`src/rtl/ifu_prefetch.sv`:
```
// Autonomous sequential instruction prefetcher: pipelined AXI-lite reads feeding
// an instruction queue, with redirect-driven flush and stale-response discard.
module ifu_prefetch #(
    parameter int          ADDR_W          = 32,
    parameter int          DATA_W          = 32,
    parameter int          FIFO_DEPTH      = 4,
    parameter int          MAX_OUTSTANDING = 2,
    parameter logic [ADDR_W-1:0] RESET_PC  = 32'h8000_0000
) (
    input  logic              clk,
    input  logic              rst,
    input  logic              redirect_valid,
    input  logic [ADDR_W-1:0] redirect_pc,
    output logic              inst_valid,
    input  logic              inst_ready,
    output logic [DATA_W-1:0] inst,
    output logic [ADDR_W-1:0] inst_pc,
    output logic              inst_fault,
    output logic [ADDR_W-1:0] araddr,
    output logic              arvalid,
    input  logic              arready,
    output logic [2:0]        arsize,
    input  logic [DATA_W-1:0] rdata,
    input  logic [1:0]        rresp,
    input  logic              rvalid,
    output logic              rready
);

    localparam int STEP   = DATA_W / 8;
    localparam int QPTR_W = $clog2(FIFO_DEPTH);
    localparam int CNT_W  = QPTR_W + 1;
    localparam int INF_W  = $clog2(MAX_OUTSTANDING + 1);
    localparam int TPTR_W = (MAX_OUTSTANDING > 1) ? $clog2(MAX_OUTSTANDING) : 1;

    logic [ADDR_W-1:0] fetch_pc;
    logic [INF_W-1:0]  inflight;
    logic [INF_W-1:0]  discard;

    logic [DATA_W-1:0]     q_data [FIFO_DEPTH];
    logic [ADDR_W-1:0]     q_pc   [FIFO_DEPTH];
    logic [FIFO_DEPTH-1:0] q_fault;
    logic [QPTR_W-1:0]     q_head;
    logic [QPTR_W-1:0]     q_tail;
    logic [CNT_W-1:0]      count;

    logic [ADDR_W-1:0] tag_pc [MAX_OUTSTANDING];
    logic [TPTR_W-1:0] tag_head;
    logic [TPTR_W-1:0] tag_tail;

    logic        r_hs;
    logic        issue;
    logic        push;
    logic        pop;
    logic [31:0] credit_used;

    assign arsize = 3'($clog2(STEP));
    assign rready = 1'b1;

    // Credit counts in-flight reads against free queue slots, so every response is guaranteed a home.
    assign r_hs        = rvalid;
    assign credit_used = 32'(count) + 32'(inflight);
    assign issue       = (!arvalid || arready) && !redirect_valid
                         && (32'(inflight) < 32'(MAX_OUTSTANDING))
                         && (credit_used < 32'(FIFO_DEPTH));
    assign push        = r_hs && (discard == '0) && !redirect_valid;
    assign pop         = inst_valid && inst_ready;

    function automatic logic [TPTR_W-1:0] tag_next(input logic [TPTR_W-1:0] p);
        return (p == TPTR_W'(MAX_OUTSTANDING - 1)) ? '0 : p + TPTR_W'(1);
    endfunction

    always_ff @(posedge clk or negedge rst) begin
        if (!rst) begin
            fetch_pc <= RESET_PC;
            arvalid  <= 1'b0;
            araddr   <= RESET_PC;
            inflight <= '0;
            discard  <= '0;
            tag_head <= '0;
            tag_tail <= '0;
        end else begin
            if (issue) begin
                arvalid  <= 1'b1;
                araddr   <= fetch_pc;
                tag_tail <= tag_next(tag_tail);
            end else if (arvalid && arready) begin
                arvalid <= 1'b0;
            end

            if (redirect_valid)
                fetch_pc <= redirect_pc & ~ADDR_W'(STEP - 1);
            else if (issue)
                fetch_pc <= fetch_pc + ADDR_W'(STEP);

            if (r_hs)
                tag_head <= tag_next(tag_head);

            inflight <= inflight + INF_W'(issue) - INF_W'(r_hs);

            // Everything still outstanding after a redirect belongs to the old stream.
            if (redirect_valid)
                discard <= inflight - INF_W'(r_hs);
            else if (r_hs && discard != '0)
                discard <= discard - INF_W'(1);
        end
    end

    always_ff @(posedge clk) begin
        if (issue)
            tag_pc[tag_tail] <= fetch_pc;
        if (push) begin
            q_data[q_tail]  <= rdata;
            q_pc[q_tail]    <= tag_pc[tag_head];
            q_fault[q_tail] <= |rresp;
        end
    end

    always_ff @(posedge clk or negedge rst) begin
        if (!rst) begin
            q_head <= '0;
            q_tail <= '0;
            count  <= '0;
        end else if (redirect_valid) begin
            q_head <= '0;
            q_tail <= '0;
            count  <= '0;
        end else begin
            if (push)
                q_tail <= q_tail + QPTR_W'(1);
            if (pop)
                q_head <= q_head + QPTR_W'(1);
            count <= count + CNT_W'(push) - CNT_W'(pop);
        end
    end

    assign inst_valid = (count != '0);
    assign inst       = inst_valid ? q_data[q_head]  : '0;
    assign inst_pc    = inst_valid ? q_pc[q_head]    : '0;
    assign inst_fault = inst_valid ? q_fault[q_head] : 1'b0;

endmodule

```
`config.mk`:
```
export PLATFORM = sky130hd
export DESIGN_NAME = ifu_prefetch
export DESIGN_NICKNAME = d
export VERILOG_FILES = /design/src/rtl/ifu_prefetch.sv
export SDC_FILE = /design/constraint.sdc
export NUM_CORES = 1
export LEC_CHECK = 0
export BUFFER_PORTS_ARGS = -buffer_cell sky130_fd_sc_hd__buf_2
export CORE_MARGIN = 10
export CORE_UTILIZATION = 42
export CTS_CLUSTER_DIAMETER = 100
export DETAILED_ROUTE_END_ITERATION = 16
export MAX_ROUTING_LAYER = met4
export PLACE_DENSITY_LB_ADDON = 0.1
export SYNTH_ARGS = -nofsm -noshare
export SYNTH_HDL_FRONTEND = slang
export SYNTH_SLANG_ARGS = --single-unit
```
`constraint.sdc`:
```
create_clock -name clk -period 3.5 [get_ports clk]
set_clock_uncertainty 0.1 [all_clocks]
set_input_delay 0.525 -clock clk [delete_from_list [all_inputs] [get_ports clk]]
set_output_delay 0.525 -clock clk [all_outputs]
set_load 0.02 [all_outputs]
```
==> impl_metrics.toml <==
[outcome]
status = "finished clean"

[global_routing]
grt_pass1_wl_mm = 51.4
grt_util_all_layers_pct = 15.1
grt_max_degree = 65
gr-total-overflow = 0
grt_pass1_vias = 8737
antenna_found_initial = 0

[critical_path]
setup.worst_path.start_class = "flop"
worstPathRequired_ns = 2.87
critPathKind = "reg2out"
arrival_ns = 2.49
path_max_fanout = 23
cp-end-kind = "primary output"
r2r_slack_ns = 0.74

[clock_network]
cts_sinks = 386
clk_pin_slew_ns = 0.05
postCtsSetupBuffers = 0
cts_made_buffers = 43
clockRootBuffer = "clkbuf_16"
cts_tree = "done"
cts-htree-levels = 2
clk_path_buf_depth = 3
clk_latency_ns = 0.54

[synthesis]
syn_area_mm2 = 0.0154
synthAdderAreaFrac_pct = 1.10
synth_top_family_by_area = "multiplexers"
syn_area_per_cell_um2 = 16.7
synthArstFlopShare_pct = 19.2
synth_edf_count = 312
synth-compound-area-share_pct = 3.21
synth.area.mux_share_pct = 11.5
synth.ff_latch_count = 386
yosysWarnings = 0
ys_seq_area_share_pct = 72.7
synthSimpleGateAreaFrac_pct = 8.60
synth_xor_area_share_pct = 0.681
synthFlopType = "edfxtp_1"
synth_cells = 922
synth.distinct_cells = 50

[cells_and_area]
fin_nets = 1192
synthToLayoutAreaGrowth_pct = 18.6
layout-drive-gt1-share_pct = 31.1
nFillCells = 3134
antenna_cells = 0

[route]
via_per_inst = 5.12
drtIter0Drc = 464
drc = 0
drt_pre_antenna_iters = 4
num_vias = 8242
wl_per_cell_um = 20.2
ant_nets = 0
finalWirelength_mm = 32.4

[timing]
setup_tns_ns = 0
worstMarginPinSlew_ns = 0.765
rsz0062_at_grt = "no"
clock.fmax_mhz = 321
setup_viol = 0
worst_slew_margin_rel_pct = 49.0
maxSlewViolCount = 0
min_period_ns = 3.11
hold_viol_final = 0
period_share_pct = 89.0

[floorplanning]
coreArea_mm2 = 0.0364
die_area_mm2 = 0.0448
start_util_pct = 42.4
die_width_um = 212
die_y_um = 212
ios = 175
rows = 70

[place]
gp_congestion = 0.771
dp_hpwl_mm = 19.5
io_buffers = 164

[power_and_ir_drop]
p_leak_nw = 6.70
total_power_mw = 14.8
p_per_area_mw_per_mm2 = 806
vdd_drop_max_mv = 0.471

[flow_run]
max_cap_violations = 0

[min_path]
hp-class = "in2reg"
[final timing paths]
kind,startpoint,endpoint,cells after the start
worst max register to register,inflight[1],inflight[1],10
worst max-delay path,q_head[0],inst_pc[13],4
worst min-delay path,redirect_pc[4],fetch_pc[4],3
max in group asynchronous,rst,araddr[31],3
worst min register to register,araddr[7],araddr[7],2
min in group asynchronous,rst,araddr[24],2
[cell usage after synthesis (9+ instances only)]
library cell	count	share of area, %
buf_2	12	0.39
ha_1	12	0.97
o311ai_0	10	0.57
clkbuf_1	26	0.63
nand2_1	117	2.8
o21ai_0	26	0.84
dfrtp_1	72	12
edfxtp_1	312	61
inv_1	16	0.39
mux4_2	63	9.2
and2_1	72	2.9
xnor2_1	9	0.51
buf_4	11	0.54
mux2_2	31	2.3
nor2_1	20	0.49
nand3_1	21	0.68
[area by class of cell]
| cell class | instances | area [µm²] | area share [%] |
|---|---|---|---|
| flip-flops and latches | 386 | 11200 | 61.4 |
| clock buffers | 61 | 1200 | 6.54 |
| well taps | 468 | 586 | 3.20 |
| multi-input cells | 470 | 3920 | 21.4 |
| repair buffers | 189 | 1130 | 6.15 |
| clock inverters | 18 | 183 | 0.998 |
| inverters | 17 | 63.8 | 0.349 |
[power breakdown]
group	switching (mW)	internal [mW]	total [mW]
clock network	1.71	2.67	4.37
registers	0.457	5.72	6.18
logic	2.50	1.69	4.20
total	4.67	10.1	14.8
[metrics by stage]
stage,worst slack (ns),instance area (µm²),util [%],instances,hold WS (ns)
after floorplan,0.198,15500,-,928,0.129
after global placement,0.709,16900,46.4,1529,0.356
after detailed placement,0.703,16900,46.4,1529,0.357
after CTS,0.300,18300,50.2,1609,0.0811
after global routing,0.208,18300,50.2,1609,0.0937
final,0.386,18300,50.2,1609,0.108
[registers in the layout, summed over array words and instances (netlist names), 3 cells and up]
name and cells:
tag_pc 60, count 3, fetch_pc 30, araddr 30
q_pc 120, q_fault 4, q_data 128
[metal layers]
metal,up-vias,global-route usage [%],share of wire [%]
met1,4169,21.1,48
met2,190,22.2,46
met5,-,-,0
met3,35,3.37,5.2
li1,3848,-,-
met4,0,3.77,1.4
[worst max-delay path, stage by stage (launching register included)]
cell and delay, ns:
dfrtp_4 0.76, buf_4 0.31, mux4_2 0.51, and2_1 0.19, buf_2 0.17
[cell usage in the layout (no fill, tap or decap), types with 8 or more instances in the layout]
cell,Yosys,final
xnor2_1,9,9
mux4_2,63,63
conb_1,2,8
edfxtp_1,312,312
ha_1,12,12
clkbuf_1,26,15
inv_1,16,16
buf_2,12,163
nand4_1,8,8
clkinv_1,0,8
nor2_1,20,19
o21ai_0,26,26
and2_1,72,68
nand3_1,21,21
mux2_2,31,31
dfrtp_1,72,70
buf_12,0,9
buf_4,11,16
nand2_1,117,117
o311ai_0,10,10
clkbuf_16,0,45
[timing repair]
action                                  4_1_cts  5_1_grt
hold buffers                                  1        0
endpoints found under the hold margin        46        0
gates resized for setup                       0        0
endpoints found under the setup margin        0        0
[cells by family after synthesis]
| group | after synthesis |
|---|---|
| mux | 95 |
| fa+ha+maj | 13 |
| compound gates | 72 |
| simple gates | 270 |
| other cells | 2 |
| xor+xnor | 12 |
| flops | 386 |
| buf+inv | 72 |
Power figures use the tool's default switching activity.
